`src/rtl/pulpino_reset_seq.sv`:
```
// Reset and boot sequencer for the PULPino Qsys system. It merges PLL lock and the JTAG
// reset request into one clean system reset, then releases fetch enable a fixed delay later.
module pulpino_reset_seq #(
   parameter int LOCK_FILTER = 4,
   parameter int HOLD_CYCLES = 16,
   parameter int FETCH_DELAY = 8,
   parameter int CNT_W       = 16
) (
   input  logic       CLK,
   input  logic       RESET_N,
   input  logic       pll_locked,
   input  logic       jtag_reset,
   output logic       sys_reset_n,
   output logic       fetch_enable,
   output logic [1:0] seq_state,
   output logic [7:0] rst_events
);

   typedef enum logic [1:0] {
      WAIT_LOCK  = 2'd0,
      HOLD       = 2'd1,
      FETCH_WAIT = 2'd2,
      RUN        = 2'd3
   } state_t;

   localparam logic [CNT_W-1:0] LOCK_LAST  = CNT_W'(LOCK_FILTER - 1);
   localparam logic [CNT_W-1:0] HOLD_LAST  = CNT_W'(HOLD_CYCLES - 1);
   localparam logic [CNT_W-1:0] FETCH_LAST = CNT_W'(FETCH_DELAY - 1);
   localparam logic [CNT_W-1:0] CNT_ONE    = CNT_W'(1);

   state_t           state;
   state_t           state_nxt;
   logic [CNT_W-1:0] cnt;
   logic [CNT_W-1:0] cnt_nxt;
   logic             jtag_abort;
   logic [1:0]       lock_sync;
   logic [1:0]       jtag_sync;
   logic             locked_s;
   logic             jtag_s;

   // Both request inputs are asynchronous to CLK and pass through two flops each.
   always_ff @(posedge CLK or negedge RESET_N) begin
      if (!RESET_N) begin
         lock_sync <= 2'b00;
         jtag_sync <= 2'b00;
      end else begin
         lock_sync <= {lock_sync[0], pll_locked};
         jtag_sync <= {jtag_sync[0], jtag_reset};
      end
   end

   assign locked_s = lock_sync[1];
   assign jtag_s   = jtag_sync[1];

   always_ff @(posedge CLK or negedge RESET_N) begin
      if (!RESET_N) begin
         state <= WAIT_LOCK;
         cnt   <= '0;
      end else begin
         state <= state_nxt;
         cnt   <= cnt_nxt;
      end
   end

   // Lock loss is checked before the JTAG request so it always wins.
   always_comb begin
      state_nxt  = state;
      cnt_nxt    = cnt;
      jtag_abort = 1'b0;
      case (state)
         WAIT_LOCK: begin
            if (!locked_s) begin
               cnt_nxt = '0;
            end else if (cnt == LOCK_LAST) begin
               state_nxt = HOLD;
               cnt_nxt   = '0;
            end else begin
               cnt_nxt = cnt + CNT_ONE;
            end
         end
         HOLD: begin
            if (!locked_s) begin
               state_nxt = WAIT_LOCK;
               cnt_nxt   = '0;
            end else if (jtag_s) begin
               cnt_nxt = '0;
            end else if (cnt == HOLD_LAST) begin
               state_nxt = FETCH_WAIT;
               cnt_nxt   = '0;
            end else begin
               cnt_nxt = cnt + CNT_ONE;
            end
         end
         FETCH_WAIT: begin
            if (!locked_s) begin
               state_nxt = WAIT_LOCK;
               cnt_nxt   = '0;
            end else if (jtag_s) begin
               state_nxt  = HOLD;
               cnt_nxt    = '0;
               jtag_abort = 1'b1;
            end else if (cnt == FETCH_LAST) begin
               state_nxt = RUN;
               cnt_nxt   = '0;
            end else begin
               cnt_nxt = cnt + CNT_ONE;
            end
         end
         RUN: begin
            if (!locked_s) begin
               state_nxt = WAIT_LOCK;
               cnt_nxt   = '0;
            end else if (jtag_s) begin
               state_nxt  = HOLD;
               cnt_nxt    = '0;
               jtag_abort = 1'b1;
            end
         end
         default: begin
            state_nxt = WAIT_LOCK;
            cnt_nxt   = '0;
         end
      endcase
   end

   // Outputs are decoded from the next state so they change on the same edge as the state.
   always_ff @(posedge CLK or negedge RESET_N) begin
      if (!RESET_N) begin
         sys_reset_n  <= 1'b0;
         fetch_enable <= 1'b0;
         rst_events   <= 8'd0;
      end else begin
         sys_reset_n  <= (state_nxt == FETCH_WAIT) || (state_nxt == RUN);
         fetch_enable <= (state_nxt == RUN);
         if (jtag_abort && (rst_events != 8'hFF)) begin
            rst_events <= rst_events + 8'd1;
         end
      end
   end

   assign seq_state = state;

endmodule
```
`config.mk`:
```
export PLATFORM = sky130hd
export DESIGN_NAME = pulpino_reset_seq
export DESIGN_NICKNAME = d
export VERILOG_FILES = /design/src/rtl/pulpino_reset_seq.sv
export SDC_FILE = /design/constraint.sdc
export NUM_CORES = 1
export LEC_CHECK = 0
export CORE_MARGIN = 2
export CORE_UTILIZATION = 35
export CTS_CLUSTER_DIAMETER = 80
export DETAILED_ROUTE_END_ITERATION = 7
export PLACE_DENSITY = 0.58
export RECOVER_POWER = 50
export SLEW_MARGIN = 20
export SYNTH_ARGS = -nofsm -noshare
export SYNTH_HDL_FRONTEND = slang
export SYNTH_SLANG_ARGS = --single-unit
```
`constraint.sdc`:
```
create_clock -name CLK -period 2.9 [get_ports CLK]
set_input_delay 0.29 -clock CLK [delete_from_list [all_inputs] [get_ports CLK]]
set_output_delay 0.29 -clock CLK [all_outputs]
set_load 0.005 [all_outputs]
```
---- Word-level counts from Yosys, hierarchy flattened ----
Cells that the tools add are included.
word-level totals
  register bits after elaboration ......... 32
  input port bits ......................... 4
  word-level logic and storage cells ...... 48
  output and inout port bits .............. 12
operators by class
  reduce and logical (&&, ||, !) cells .... 4
  add/subtract/negate cells ............... 2
  mux-type cells .......................... 25
  equal/unequal tests ..................... 10
operators by type and width
  kind                   number
  $mux 16                10
  $pmux 16 s4            1
  $mux 2                 10
  $add 16x1->16 const B  1
  $eq 16x2->1 const B    1
  $eq 16x3->1 const B    1
  $eq 16x4->1 const B    1
  $add 8x1->8 const B    1
  $eq 2x2->1 const B     4
  $ne 8x8->1 const B     1
  $pmux 2 s4             1
  $mux 1                 3
  $ne 3x3->1 const B     1
  $eq 2x1->1 const B     1
  $logic_not 2->1        1
  $reduce_or 2->1        1
  $logic_and 1x1->1      1
  $logic_or 1x1->1       1

---- Logic depth before layout (Yosys ltp) ----
  depth after elaboration ................. 7
  mapped depth ............................ 7
  mapped depth without buffers ............ 6

---- Worst setup path after synthesis ----
Ideal clock, no wire load.
  kind .................................... flip-flop to flip-flop
  start ................................... register cnt[14]
  end ..................................... register cnt[7]
  cell stages (with the launch flop) ...... 7
  period minus slack after synthesis ...... 2.000 ns
  buffers on the path ..................... 1
  slack ................................... 0.900 ns
  arrival ................................. 1.880 ns
  library setup time ...................... 0.119 ns
  data required time ...................... 2.781 ns
  cells stage by stage .................... dfrtp_1 or4_4 o41a_1 a2bb2oi_1 and2b_2 buf_6 nor2_1
between the ends
  longest elaborated chain between the ends .. 5
  elaborated cells between the ends (all ways) .. 12
RTL lines
  item                                        line     source
  start, declared                             33       logic [CNT_W-1:0] cnt;
  start signal, assigned                      61       cnt <= cnt_nxt;
  $eq 16x3->1 or $eq 16x4->1 (tied branches)  102, 87
  $mux 16, on equally long branches           102, 87
  $mux 16, on equally long branches           98, 85
  $mux 16, on equally long branches           95, 82
  $pmux 16 s4 *                               70       case (state)
Mark *: on every way between the ends. The rest lies on a longest branch, timed or not.
A chain may end at the register's enable or synchronous reset.

---- Worst setup path after layout ----
  start ................................... register cnt[6]
  end ..................................... register cnt[2]
Same word-level chain as after synthesis.

==> results.py <==
metrics = {
    "critical_path": {
        "reg2reg_slack_ps": 610,
        "required_ps": 3060,
        "cpLargestDelayFamily": "simple AND/OR/NAND/NOR gates",
        "slowest_stage": "or4_1",
        "slowest_delay_ps": 600,
        "r2r_cells": 5,
        "crit_path_end_kind": "register",
        "critPathBufInv": 0,
        "cp.depth": 5,
        "cp-endpoint": "cnt[2]$_DFFE_PN0P_",
        "r2r_end": "cnt[2]$_DFFE_PN0P_",
        "crit_start": "cnt[6]$_DFFE_PN0P_",
        "crit_arrival_ps": 2450,
        "path_max_fanout": 14,
        "path_class": "reg2reg",
        "cp-start-kind": "register",
        "r2r_start": "cnt[6]$_DFFE_PN0P_",
        "crit_chain": "or4_1, nor4_1, a21oi_1, and2b_2, nor2_1",
    },
    "worst_hold_path": {
        "hold_path.class": "reg2reg",
        "min_path_cells": 0,
    },
    "cts": {
        "path_clk_slew_ps": 70,
        "cts_max_path_buffers": 2,
        "clk_root_buffer_cell": "clkbuf_8",
        "cts_tree": "done",
        "cts_htree_levels": 2,
        "cts_hold_buffers": 0,
        "clk-insertion-delay-late_ps": 290,
        "cts_buffers": 5,
        "cts_resized": 0,
        "post_cts_buffers": 0,
        "cts.sinks": 31,
    },
    "power": {
        "switchingPower_mw": 0.2407,
        "pwr-share-comb_pct": 9.3,
        "p_leak_nw": 0.7469,
        "p_clk_share_pct": 38.4,
        "p_per_area_nw_per_um2": 509.2,
        "seqPwrFrac_pct": 52.3,
        "p_int_mw": 0.6563,
        "ir_worst_vdd_mv": 0.2617,
        "switching_share_pct": 26.84,
    },
    "global_routing": {
        "grt_pass1_vias": 1015,
        "grt_usage_pct": 14.50,
        "grt_pass1_wl_mm": 4.954,
        "overflow": 0,
        "antenna_found_initial": 0,
        "grt_start_max_net_pins": 32,
    },
    "sta": {
        "post-route-period-util_pct": 78.87,
        "min_period_ps": 2287,
        "max-slew-margin-rel_pct": -8.605,
        "fmax_mhz": 437.2,
        "finalMaxSlewViolations": 32,
        "hold_viol_final": 0,
        "final-setup-viol-count": 0,
        "worstMarginPinSlew_ps": 1629,
        "finalSetupTns_ps": 0,
        "holdWs_ps": 350.4,
        "rsz0062_at_grt": "no",
        "fin_worst_skew_ps": 6.567,
    },
    "route": {
        "drtAntennaViolNets": 0,
        "totalWireLength_mm": 2.790,
        "drc": 0,
        "vias": 1049,
        "drt_iter0_markers": 38,
        "wl_per_cell_um": 13.29,
        "drt-pass1-iter-count": 4,
        "via_per_inst": 4.995,
    },
    "layout": {
        "final_nets": 165,
        "areaGrowthSynthToFinish_pct": 19.42,
        "n_fill_cell": 388,
        "layout-drive-gt1-share_pct": 8.750,
        "diodes": 0,
    },
    "synthesis": {
        "synthTopCellsByArea": "dfrtp_1 53%, xnor2_1 8.3%, nor2_1 5.6%",
        "ys_seq_area_share_pct": 52.59,
        "ys_types": 35,
        "synth_top_area_share_pct": 52.59,
        "syn_area_um2": 1475,
        "syn-num-nets": 145,
        "syn-mean-instance-area_um2": 10.61,
        "netlist.top_cell.by_area": "dfrtp_1",
        "yosysWarnings": 0,
        "synth_cells": 139,
        "yosys_register_bits": 31,
    },
    "run": {
        "maxCapViolCount": 1,
    },
    "die": {
        "start_util_pct": 36.61,
        "die_x_um": 68.92,
        "dieArea_um2": 4750,
        "core_um2": 4029,
        "die_y_um": 68.92,
        "num_io_pins": 16,
        "row_count": 23,
    },
    "status": {
        "violations": "max-capacitance violations, max-slew violations",
        "status": "finished, violations left",
    },
    "placed_design": {
        "portBuffers": 15,
        "dp_hpwl_mm": 1.940,
        "place_congestion": 0.7532,
    },
}
==> synth_stat cells <==
master,count
ha_1,2
buf_4,1
nor2_1,22
nor4b_1,1
nand4_1,6
and2b_2,1
nor2b_1,2
nor4_1,1
o2bb2ai_1,2
nor3_1,1
o41a_1,1
nand4b_1,1
a21oi_1,2
xnor2_1,14
dfrtp_1,31
or4_4,2
or4_1,1
nand3b_1,1
mux2_2,1
buf_6,1
a41oi_1,1
and4_1,2
clkbuf_1,1
and3_1,4
xor2_1,7
inv_1,6
nor4_2,1
nand2_1,7
a2bb2oi_1,1
o31ai_1,1
nand3_1,9
nor3b_1,2
a31oi_1,1
and2_1,1
or3b_2,1
==> cells in the final DEF, fill, tap and decap left out, types with 2 or more instances in the layout <==
| master | count |
|---|---|
| nand4_1 | 6 |
| and4_1 | 2 |
| o2bb2ai_1 | 2 |
| clkinvlp_4 | 2 |
| dlygate4sd3_1 | 5 |
| nand2_1 | 7 |
| clkdlybuf4s50_1 | 10 |
| or4_4 | 2 |
| a21oi_1 | 2 |
| xnor2_1 | 14 |
| nor2b_1 | 2 |
| nand3_1 | 9 |
| xor2_1 | 7 |
| dfrtp_1 | 31 |
| nor3b_1 | 2 |
| and3_1 | 4 |
| nor2_1 | 22 |
| ha_1 | 2 |
| clkbuf_8 | 5 |
| inv_1 | 6 |
==> metal layers <==
metal / vias up / routed length (um) / GRT usage, %
met2: 17 / 1293 / 21.03
met4: 0 / 0 / 4.412
met5: - / 0 / 0
li1: 525 / - / -
met1: 507 / 1367 / 19.51
met3: 0 / 129 / 6.331
==> how the worst min path moves through the flow <==
stage / from / to / slack (ps)
floorplan: RESET_N / cnt[0]$_DFFE_PN0P_ / -6
global placement: lock_sync[0]$_DFF_PN0_ / lock_sync[1]$_DFF_PN0_ / 330
detailed placement: lock_sync[0]$_DFF_PN0_ / lock_sync[1]$_DFF_PN0_ / 330
CTS: lock_sync[0]$_DFF_PN0_ / lock_sync[1]$_DFF_PN0_ / 350
global route: jtag_sync[0]$_DFF_PN0_ / jtag_sync[1]$_DFF_PN0_ / 360
finish: lock_sync[0]$_DFF_PN0_ / lock_sync[1]$_DFF_PN0_ / 350
==> layout make-up <==
class                   instances  area (um^2)  share of cell area, %
inverters                       6        22.52                  1.278
clock inverters                 3        23.77                  1.349
multi-input cells              99        654.4                  37.14
well taps                      50        62.56                  3.551
repair buffers                 16        153.9                  8.736
flip-flops and latches         31        775.7                  44.03
clock buffers                   5        68.82                  3.906
==> power by group through the flow <==
stage | Combinational [mW] | Clock, mW | Sequential (mW)
finish | 0.0833 | 0.345 | 0.469
CTS | 0.0862 | 0.357 | 0.469
global placement | 0.0836 | 0 | 0.476
floorplan | 0.0666 | 0 | 0.469
detailed placement | 0.0857 | 0 | 0.477
global route | 0.0959 | 0.389 | 0.472
==> metrics by stage <==
step / area (um^2) / cells / utilization, % / power, mW / worst slack [ps]
2_1_floorplan: 1475 / 139 / - / 0.5359 / 900.5
3_3_place_gp: 1673 / 202 / 41.52 / 0.5596 / 701.7
3_5_place_dp: 1673 / 202 / 41.52 / 0.5632 / 587.2
4_1_cts: 1765 / 210 / 43.82 / 0.9124 / 573.3
5_1_grt: 1762 / 210 / 43.73 / 0.9566 / 454.7
6_report: 1762 / 210 / 43.73 / 0.8970 / 612.9
==> worst reg2reg max path, cell delays in order, from the launching register on <==
cell and delay [ps]:
dfrtp_1 420, or4_1 600, nor4_1 510, a21oi_1 130, and2b_2 400, nor2_1 100
==> registers in the layout, indices dropped and copies added (netlist names) <==
signal,count
lock_sync,2
jtag_sync,2
fetch_enable,1
seq_state,2
rst_events,8
cnt,16
==> cell families after synthesis <==
| group | after synthesis | share of synthesized area [%] |
|---|---|---|
| AOI/OAI and AO/OA | 9 | 4.751 |
| xor gates and xnor gates | 21 | 12.47 |
| adders and majority gates | 2 | 1.696 |
| buffers and inverters | 9 | 3.053 |
| DFF | 31 | 52.59 |
| muxes | 1 | 0.7633 |
| and+or+nand+nor | 66 | 24.68 |
Note: power is estimated with default switching activity, not from simulation.
